==> config.mk <==
export PLATFORM = sky130hd
export DESIGN_NAME = digi_pattern_src
export DESIGN_NICKNAME = d
export VERILOG_FILES = /design/src/rtl/digi_src_pkg.sv /design/src/rtl/digi_pattern_src_hold_counter.sv /design/src/rtl/digi_pattern_src.sv
export SDC_FILE = /design/constraint.sdc
export NUM_CORES = 1
export LEC_CHECK = 0
export CAP_MARGIN = 20
export CELL_PAD_IN_SITES_DETAIL_PLACEMENT = 1
export CELL_PAD_IN_SITES_GLOBAL_PLACEMENT = 1
export CORE_UTILIZATION = 45
export DETAILED_ROUTE_END_ITERATION = 12
export DONT_BUFFER_PORTS = 1
export PLACE_DENSITY_LB_ADDON = 0.1
export SETUP_SLACK_MARGIN = 0.02
export SYNTH_ARGS = -nofsm -noshare
export SYNTH_HDL_FRONTEND = slang
export SYNTH_SLANG_ARGS = --single-unit
==> constraint.sdc <==
create_clock -name clk -period 2 [get_ports clk]
set_input_delay 0.3 -clock clk [delete_from_list [all_inputs] [get_ports clk]]
set_output_delay 0.3 -clock clk [all_outputs]
set_load 0.005 [all_outputs]
==> src/rtl/digi_src_pkg.sv <==
// digi_src_pkg: shared types and helpers for the digital pattern source.
//   state_t     - playback state (IDLE, RUN, FIN)
//   INIT_LEVEL  - default idle output level
//   clamp_len() - limits a requested pattern length to the pattern width
package digi_src_pkg;

  typedef enum logic [1:0] {
    ST_IDLE = 2'd0,
    ST_RUN  = 2'd1,
    ST_FIN  = 2'd2
  } state_t;

  localparam logic INIT_LEVEL = 1'b0;

  function automatic int unsigned clamp_len(input int unsigned len,
                                            input int unsigned max_len);
    return (len > max_len) ? max_len : len;
  endfunction

endpackage

==> src/rtl/digi_pattern_src_hold_counter.sv <==
// hold_counter: free-running 0..limit counter with a terminal-count flag.
//   clk, rst_n - clock, asynchronous active-low reset
//   clear      - synchronous return to zero (wins over enable)
//   enable     - advance the count; wraps to zero after reaching limit
//   limit      - terminal value; the period is limit+1 enabled clocks
//   tc         - high while the count equals limit
module hold_counter #(
  parameter int HOLD_W = 8
) (
  input  logic              clk,
  input  logic              rst_n,
  input  logic              clear,
  input  logic              enable,
  input  logic [HOLD_W-1:0] limit,
  output logic              tc
);

  logic [HOLD_W-1:0] cnt;

  assign tc = (cnt == limit);

  always_ff @(posedge clk or negedge rst_n) begin
    if (!rst_n) begin
      cnt <= '0;
    end else if (clear) begin
      cnt <= '0;
    end else if (enable) begin
      cnt <= tc ? '0 : cnt + 1'b1;
    end
  end

endmodule

==> src/rtl/digi_pattern_src.sv <==
// digi_pattern_src: plays a stored bit pattern LSB-first onto a single logic
// stream, holding each bit for hold+1 clocks, one-shot or repeating.
//   clk, rst_n           - clock, asynchronous active-low reset
//   load                 - capture pat_in/len_in/hold_in (IDLE only)
//   pat_in, len_in       - pattern (bit 0 first) and length (clamped to WIDTH)
//   hold_in              - per-bit hold; each bit lasts hold_in+1 clocks
//   start, stop          - begin playback (IDLE only) / abort playback
//   repeat_en            - wrap to bit 0 at the end instead of finishing
//   y                    - registered output stream
//   busy, done, bit_idx  - running flag, completion pulse, current bit index
module digi_pattern_src
  import digi_src_pkg::*;
#(
  parameter int   WIDTH  = 16,
  parameter int   LEN_W  = 5,
  parameter int   HOLD_W = 8,
  parameter logic INIT   = INIT_LEVEL
) (
  input  logic              clk,
  input  logic              rst_n,
  input  logic              load,
  input  logic [WIDTH-1:0]  pat_in,
  input  logic [LEN_W-1:0]  len_in,
  input  logic [HOLD_W-1:0] hold_in,
  input  logic              start,
  input  logic              stop,
  input  logic              repeat_en,
  output logic              y,
  output logic              busy,
  output logic              done,
  output logic [LEN_W-1:0]  bit_idx
);

  localparam int IDX_W = (WIDTH > 1) ? $clog2(WIDTH) : 1;

  state_t            state;
  logic [WIDTH-1:0]  pat_r;
  logic [LEN_W-1:0]  len_r;
  logic [HOLD_W-1:0] hold_r;

  logic [LEN_W-1:0]  len_clamped;
  logic [LEN_W-1:0]  eff_len;
  logic              eff_bit0;
  logic [LEN_W-1:0]  next_idx;
  logic              last_bit;
  logic              tc;

  // A simultaneous load+start must launch with the values being loaded.
  always_comb begin
    len_clamped = LEN_W'(clamp_len(32'(len_in), 32'(WIDTH)));
    eff_len     = load ? len_clamped : len_r;
    eff_bit0    = load ? pat_in[0]   : pat_r[0];
    next_idx    = bit_idx + 1'b1;
    last_bit    = (bit_idx == (len_r - 1'b1));
  end

  // Counter idles at zero outside RUN so every run starts on a full hold.
  hold_counter #(.HOLD_W(HOLD_W)) u_hold (
    .clk    (clk),
    .rst_n  (rst_n),
    .clear  ((state != ST_RUN) || stop),
    .enable (state == ST_RUN),
    .limit  (hold_r),
    .tc     (tc)
  );

  always_ff @(posedge clk or negedge rst_n) begin
    if (!rst_n) begin
      state   <= ST_IDLE;
      y       <= INIT;
      busy    <= 1'b0;
      done    <= 1'b0;
      bit_idx <= '0;
      pat_r   <= '0;
      len_r   <= '0;
      hold_r  <= '0;
    end else begin
      done <= 1'b0;
      case (state)
        ST_IDLE: begin
          if (load) begin
            pat_r  <= pat_in;
            len_r  <= len_clamped;
            hold_r <= hold_in;
          end
          if (start && (eff_len != '0)) begin
            state   <= ST_RUN;
            y       <= eff_bit0;
            busy    <= 1'b1;
            bit_idx <= '0;
          end
        end
        ST_RUN: begin
          // stop outranks the end-of-pattern decision
          if (stop) begin
            state   <= ST_IDLE;
            y       <= INIT;
            busy    <= 1'b0;
            bit_idx <= '0;
          end else if (tc) begin
            if (!last_bit) begin
              bit_idx <= next_idx;
              y       <= pat_r[next_idx[IDX_W-1:0]];
            end else if (repeat_en) begin
              bit_idx <= '0;
              y       <= pat_r[0];
            end else begin
              state   <= ST_FIN;
              y       <= INIT;
              busy    <= 1'b0;
              done    <= 1'b1;
              bit_idx <= '0;
            end
          end
        end
        ST_FIN: begin
          state <= ST_IDLE;
        end
        default: begin
          state <= ST_IDLE;
        end
      endcase
    end
  end

endmodule

# == Word level (Yosys, flattened, before mapping) ==
# Index checks and enable logic that the tools add are counted.
# word_totals
output_inout_bits,8
latchBits,0
ram_bits,0
reg_bits,47
mem_count,0
romBits,0
# op_classes
bitwise,0
eq_ne,8
addsub,3
magnitude_cmp,2
muxes,36
div,0
shifts,0
n_mul,0
reduce_logical,10
# ops
op,n
two-way mux 5 bit,6
two-way mux 8 bit,3
two-way mux 1 bit,17
two-way mux 2 bit,5
one-hot mux 5 bit (2 select lines),1
"!= test 3 bit, second input constant",3
"adder 8 x 1 -> 8 bit, second input constant",1
equality test 8 bit,1
"adder 5 x 1 -> 5 bit, second input constant",1
equality test 5 bit,1
"greater-than comparator 5 bit, second input constant",1
"less-than comparator 4 x 5 -> 1 bit, second input constant",1
AND reduction 5 bit,1
nonzero test 5 bit,1
"subtractor 5 x 1 -> 5 bit, second input constant",1
binary-select mux 1 bit (select 4 bit),1
one-hot mux 1 bit (2 select lines),2
one-hot mux 2 bit (2 select lines),1
AND reduction 4 bit,1
nonzero test 2 bit,2
AND reduction 3 bit,1
"equality test 2 x 1 -> 1 bit, second input constant",1
zero test 2 bit,1
"!= test 2 x 1 -> 1 bit, second input constant",1
4 further kinds,4

# == Logic depth before layout (Yosys ltp) ==
# depth
ltp_word,7
ltp_mapped,8
mapped_depth_nobuf,8

# == Cells and area by module ==
# From an unflattened synthesis, not the netlist that was laid out.
# unflattened
hier_cells,214
hier_area_um2,2449.8
# by_module_without_submodules
mod,cells_per_inst,instances,area_each_um2
digi_pattern_src,158,1,1921.8
hold_counter,56,1,528.0

# == Worst setup path before layout ==
# Ideal clock, no wire load.
# synth_path
path_type,reg-to-reg
startpoint,register bit_idx[1]
endpoint,register y
path_stages_with_launch,7
slack_ns,0.011
t_arrival_ns,1.870
setup_time_ns,0.119
cell_sequence,dfrtp_1 ha_1 xor2_2 mux4_2 a22oi_2 a41oi_1 o21a_1
# synth_via
elab_chain_len,7
# synth_rtl
item,line_no,rtl
"start, declared",digi_pattern_src.sv:31,output logic [LEN_W-1:0] bit_idx
"start signal, assigned",digi_pattern_src.sv:102,bit_idx <= next_idx;
adder 5 x 1 -> 5 bit,digi_pattern_src.sv:53,next_idx = bit_idx + 1'b1;
binary-select mux 1 bit (select 4 bit),digi_pattern_src.sv:103,y <= pat_r[next_idx[IDX_W-1:0]];
two-way mux 1 bit (not written as such),digi_pattern_src.sv:103,
two-way mux 1 bit (*),digi_pattern_src.sv:101,if (!last_bit) begin
two-way mux 1 bit (*),digi_pattern_src.sv:100,end else if (tc) begin
two-way mux 1 bit (*),digi_pattern_src.sv:95,if (stop) begin
one-hot mux 1 bit (2 select lines) (*),digi_pattern_src.sv:79,case (state)
"end signal, assigned",digi_pattern_src.sv:88,y <= eff_bit0;
"end signal, assigned",digi_pattern_src.sv:103,
"end signal, assigned",digi_pattern_src.sv:106,y <= pat_r[0];
"end, declared",digi_pattern_src.sv:28,"output logic y,"
# Mark *: on every way between the ends. The rest lies on a longest branch, timed or not. The select of a mux whose other input is x is not followed.
# A chain may end at the register's enable or synchronous reset.

# == Worst setup path in the final report ==
# layout_path
startpoint,register len_r[0]
endpoint,register state[0]
# layout_via
elab_chain_len,5
# layout_rtl
item,line_no,rtl
"start, declared",digi_pattern_src.sv:38,logic [LEN_W-1:0] len_r;
"start signal, assigned",digi_pattern_src.sv:83,len_r <= len_clamped;
branches (longest 4 deep; another with subtractor 5 x 1 -> 5 bit),-,
AND reduction 4 bit (no source line) (*),-,
"end signal, assigned",digi_pattern_src.sv:87,state <= ST_RUN;
"end signal, assigned",digi_pattern_src.sv:96,state <= ST_IDLE;
"end signal, assigned",digi_pattern_src.sv:108,state <= ST_FIN;
"end, declared",digi_pattern_src.sv:36,state_t state;
# Every way passes the cells marked *.

==> metrics.txt <==
# TYPE chip_impl_metric gauge
chip_impl_metric{name="synthesis.instances",unit=""} 195
chip_impl_metric{name="gp_routability_congestion",unit=""} 0.7987
chip_impl_metric{name="sequentialPowerShare",unit="%"} 42.7
chip_impl_metric{name="wl_per_cell",unit="µm"} 19.12
chip_impl_info{name="cts.root.buffer_cell",value="sky130_fd_sc_hd__clkbuf_8"} 1
chip_impl_metric{name="cts.sinks",unit=""} 47
chip_impl_metric{name="boundaryPins",unit=""} 43
chip_impl_metric{name="pwr-share-comb",unit="%"} 39.1
chip_impl_info{name="hold_path_class",value="primary input to flop"} 1
chip_impl_metric{name="finalHoldViolations",unit=""} 0
chip_impl_metric{name="clk_pin_slew_worst_paths",unit="ns"} 0.09
chip_impl_info{name="worst_r2r_startpoint",value="len_r[0]$_DFFE_PN0P_"} 1
chip_impl_metric{name="nNetsFinal",unit=""} 249
chip_impl_metric{name="detail_route.wirelength",unit="mm"} 5.372
chip_impl_info{name="cts_tree",value="yes"} 1
chip_impl_metric{name="synth_cell_type_count",unit=""} 47
chip_impl_metric{name="critical_path_peak_fanout",unit=""} 4
chip_impl_metric{name="starting_density_of_the_core",unit="%"} 46.76
chip_impl_metric{name="clkPwrFrac",unit="%"} 18.2
chip_impl_metric{name="synthesis.yosys.warnings",unit=""} 0
chip_impl_metric{name="synthesis.nets",unit=""} 233
chip_impl_metric{name="rr_worst_depth",unit=""} 8
chip_impl_metric{name="grtUsageTotal",unit="%"} 20.92
chip_impl_metric{name="nFillCells",unit=""} 545
chip_impl_metric{name="wire_length_of_the_first_global_routing_pass",unit="mm"} 8.528
chip_impl_metric{name="p_int",unit="mW"} 2.445
chip_impl_metric{name="dr.first_iter.drc_count",unit=""} 50
chip_impl_metric{name="drc",unit=""} 0
chip_impl_metric{name="ant_nets",unit=""} 0
chip_impl_metric{name="clkLatencyLatePin",unit="ns"} 0.30
chip_impl_info{name="setup.worst_path.end",value="state[0]$_DFFE_PN0P_"} 1
chip_impl_metric{name="synthArstFlopShare",unit="%"} 100.0
chip_impl_metric{name="ys_ff_latch",unit=""} 47
chip_impl_metric{name="final-setup-viol-count",unit=""} 0
chip_impl_metric{name="static_power_due_to_leakage",unit="nW"} 1.137
chip_impl_metric{name="timing_worst_slew_pin_value",unit="ns"} 0.6911
chip_impl_metric{name="post_synth.cell_area_avg",unit="µm²"} 12.33
chip_impl_metric{name="via_count_of_the_first_global_routing_pass",unit=""} 1723
chip_impl_metric{name="achievable-frequency",unit="MHz"} 518.3
chip_impl_metric{name="finalCritPeriodShare",unit="%"} 96.47
chip_impl_metric{name="core_region_area",unit="µm²"} 5140
chip_impl_metric{name="via_per_inst",unit=""} 5.605
chip_impl_metric{name="antenna_found_initial",unit=""} 0
chip_impl_metric{name="placement.cell_area",unit="µm²"} 2555
chip_impl_metric{name="power.net_switching",unit="mW"} 1.259
chip_impl_metric{name="grt_start_max_net_pins",unit=""} 48
chip_impl_metric{name="die-area",unit="µm²"} 5638
chip_impl_metric{name="area_growth",unit="%"} 16.09
chip_impl_metric{name="synth_area",unit="µm²"} 2404
chip_impl_metric{name="io_buffer_count",unit=""} 0
chip_impl_metric{name="insertedDiodeCount",unit=""} 0
chip_impl_info{name="critical_path_class",value="flop to flop"} 1
chip_impl_metric{name="num_vias",unit=""} 1575
chip_impl_metric{name="vdd_drop_max",unit="mV"} 0.5708
chip_impl_metric{name="height_of_the_chip",unit="µm"} 75.09
chip_impl_metric{name="period_minus_slack",unit="ns"} 1.929
chip_impl_info{name="cp-end-kind",value="flop"} 1
chip_impl_info{name="rsz0062_at_grt",value="yes"} 1
chip_impl_metric{name="cp_data_required_time",unit="ns"} 2.18
chip_impl_info{name="status",value="finished, final reports clean"} 1
chip_impl_metric{name="drt_first_pass_iters",unit=""} 2
chip_impl_metric{name="pwr_density_cell",unit="nW/µm²"} 1327
chip_impl_metric{name="worst-endpoint-arrival",unit="ns"} 2.11
chip_impl_metric{name="fp.dieW",unit="µm"} 75.09
chip_impl_metric{name="r2r_slack",unit="ns"} 0.07
chip_impl_metric{name="max-cap-violations",unit=""} 0
chip_impl_metric{name="worst_clock_skew",unit="ns"} 0.008204
chip_impl_info{name="synth_top_flop_cell",value="sky130_fd_sc_hd__dfrtp_1"} 1
chip_impl_metric{name="timing.hold.ws",unit="ns"} 0.1463
chip_impl_metric{name="share_of_post_route_cells_with_drive_strength_above_1",unit="%"} 33.18
chip_impl_info{name="r2r_end",value="state[0]$_DFFE_PN0P_"} 1
chip_impl_metric{name="synth_sequential_area_ratio",unit="%"} 48.93
chip_impl_metric{name="cts_buffers",unit=""} 5
chip_impl_metric{name="detailedPlacementHpwl",unit="mm"} 3.943
chip_impl_metric{name="synth-edff-count",unit=""} 0
chip_impl_metric{name="number_of_levels_the_h_tree_was_split_into",unit=""} 2
chip_impl_metric{name="core.rowCount",unit=""} 26
chip_impl_metric{name="final_max_slew_viol_count",unit=""} 0
chip_impl_info{name="crit_path_start_kind",value="flop"} 1
chip_impl_metric{name="timing.max_slew.rel_slack",unit="%"} 53.34
chip_impl_metric{name="sw_frac_of_total",unit="%"} 33.99
chip_impl_metric{name="design_area",unit="µm²"} 2790
chip_impl_info{name="cp-startpoint",value="len_r[0]$_DFFE_PN0P_"} 1
chip_impl_metric{name="globalRoute.totalOverflow",unit=""} 0
chip_impl_metric{name="clockBufferDepth",unit=""} 2
[worst max-delay path, stage by stage (launching register included)]
cell and delay [ns]:
sky130_fd_sc_hd__dfrtp_1 0.41, sky130_fd_sc_hd__inv_2 0.09, sky130_fd_sc_hd__ha_4 0.15, sky130_fd_sc_hd__nand4bb_1 0.12
sky130_fd_sc_hd__a211oi_2 0.31, sky130_fd_sc_hd__o311ai_4 0.17, sky130_fd_sc_hd__or2_4 0.30, sky130_fd_sc_hd__nor3_2 0.18
sky130_fd_sc_hd__o22ai_1 0.10
[flip-flops by register name (all words and copies together) (netlist names)]
name,flops
pat_r,16
hold_r,8
u_hold.cnt,8
bit_idx,5
len_r,5
state,2
busy,1
done,1
y,1
[cell usage after synthesis, types with 3 or more instances]
cell	number	area share, %
sky130_fd_sc_hd__dfrtp_1	47	49
sky130_fd_sc_hd__mux2_2	27	13
sky130_fd_sc_hd__nor2_1	14	2.2
sky130_fd_sc_hd__xnor2_1	13	4.7
sky130_fd_sc_hd__inv_1	10	1.6
sky130_fd_sc_hd__nand3_1	9	1.9
sky130_fd_sc_hd__xor2_1	8	2.9
sky130_fd_sc_hd__nand3b_1	5	1.6
sky130_fd_sc_hd__o21ai_0	5	1.0
sky130_fd_sc_hd__a21oi_1	4	0.83
sky130_fd_sc_hd__a22o_1	3	1.1
sky130_fd_sc_hd__ha_1	3	1.6
sky130_fd_sc_hd__mux4_1	3	3.3
sky130_fd_sc_hd__nand2_1	3	0.47
sky130_fd_sc_hd__nor4_1	3	0.78
[stage by stage]
| step | utilization [%] | std cells | power, mW | worst slack (ns) | setup TNS (ns) |
|---|---|---|---|---|---|
| after CTS | 52.75 | 279 | 3.631 | 0.03619 | 0 |
| final | 54.28 | 281 | 3.704 | 0.07051 | 0 |
| after global routing | 54.28 | 281 | 3.945 | 0.002280 | 0 |
| after floorplan | - | 195 | 2.545 | 0.02761 | 0 |
| after global placement | 49.71 | 270 | 2.806 | -0.02340 | -0.02340 |
| after detailed placement | 49.71 | 270 | 2.905 | -0.08529 | -0.09046 |
[power groups by stage]
stage                     Combinational, mW  Sequential [mW]  Clock, mW
after CTS                              1.36             1.57      0.697
after global placement                 1.24             1.56          0
after detailed placement               1.31             1.59          0
final                                  1.45             1.58      0.674
after floorplan                        1.05             1.50          0
after global routing                   1.59             1.63      0.725
[timing repair]
action,CTS,global route
hold endpoints to repair,47,0
endpoints found under the setup margin,3,7
hold buffers,2,0
pin swaps,0,1
buffers inserted,0,2
gates resized for setup,3,11
[worst min-delay path by stage]
stage | slack [ns] | depth (start not counted) | from | to
6_report | 0.15 | 1 | len_in[4] | len_r[4]$_DFFE_PN0P_
4_1_cts | 0.14 | 1 | hold_in[0] | hold_r[0]$_DFFE_PN0P_
3_5_place_dp | 0.006 | 0 | rst_n | len_r[2]$_DFFE_PN0P_
3_3_place_gp | 0.005 | 0 | rst_n | len_r[2]$_DFFE_PN0P_
2_1_floorplan | 0.004 | 0 | rst_n | bit_idx[0]$_DFFE_PN0P_
5_1_grt | 0.13 | 1 | hold_in[3] | hold_r[3]$_DFFE_PN0P_
[logic make-up (layout without fill, tap and decap cells)]
family | after synthesis | in the layout | synth area share (%)
adders and majority gates | 3 | 3 | 1.562
and+or+nand+nor | 50 | 50 | 12.29
muxes | 31 | 31 | 16.87
AOI/OAI and AO/OA | 27 | 27 | 9.111
buffers and inverters | 15 | 31 | 2.915
xor gates and xnor gates | 22 | 22 | 8.329
DFF | 47 | 47 | 48.93
[cell usage in the layout (no fill, tap or decap), types with 3 or more instances in the layout]
| cell | Yosys | routed |
|---|---|---|
| sky130_fd_sc_hd__nor2_1 | 14 | 14 |
| sky130_fd_sc_hd__inv_1 | 10 | 8 |
| sky130_fd_sc_hd__mux2_2 | 27 | 27 |
| sky130_fd_sc_hd__a21oi_1 | 4 | 3 |
| sky130_fd_sc_hd__a22o_1 | 3 | 3 |
| sky130_fd_sc_hd__nand3b_1 | 5 | 5 |
| sky130_fd_sc_hd__nand2_1 | 3 | 3 |
| sky130_fd_sc_hd__xor2_1 | 8 | 8 |
| sky130_fd_sc_hd__buf_4 | 1 | 11 |
| sky130_fd_sc_hd__clkbuf_8 | 0 | 5 |
| sky130_fd_sc_hd__mux4_1 | 3 | 3 |
| sky130_fd_sc_hd__o21ai_0 | 5 | 5 |
| sky130_fd_sc_hd__xnor2_1 | 13 | 13 |
| sky130_fd_sc_hd__dfrtp_1 | 47 | 46 |
| sky130_fd_sc_hd__nand3_1 | 9 | 9 |
[routing by layer]
metal | up-vias | global-route usage [%] | part of all wire, %
li1 | 730 | - | -
met1 | 802 | 25.47 | 41
met2 | 35 | 35.34 | 52
met3 | 8 | 5.756 | 5.6
met4 | 0 | 8.176 | 1.8
met5 | - | 0 | 0
[cell type report]
| class | instances | area, µm² | share of cell area [%] |
|---|---|---|---|
| Sequential cell | 47 | 1177 | 42.20 |
| Clock buffer | 6 | 72.57 | 2.601 |
| Tap cell | 70 | 87.58 | 3.139 |
| Timing Repair Buffer | 14 | 140.1 | 5.022 |
| Clock inverter | 1 | 30.03 | 1.076 |
| Inverter | 10 | 37.54 | 1.345 |
| Multi-Input combinational cell | 133 | 1245 | 44.62 |
Power figures use the tool's default switching activity.
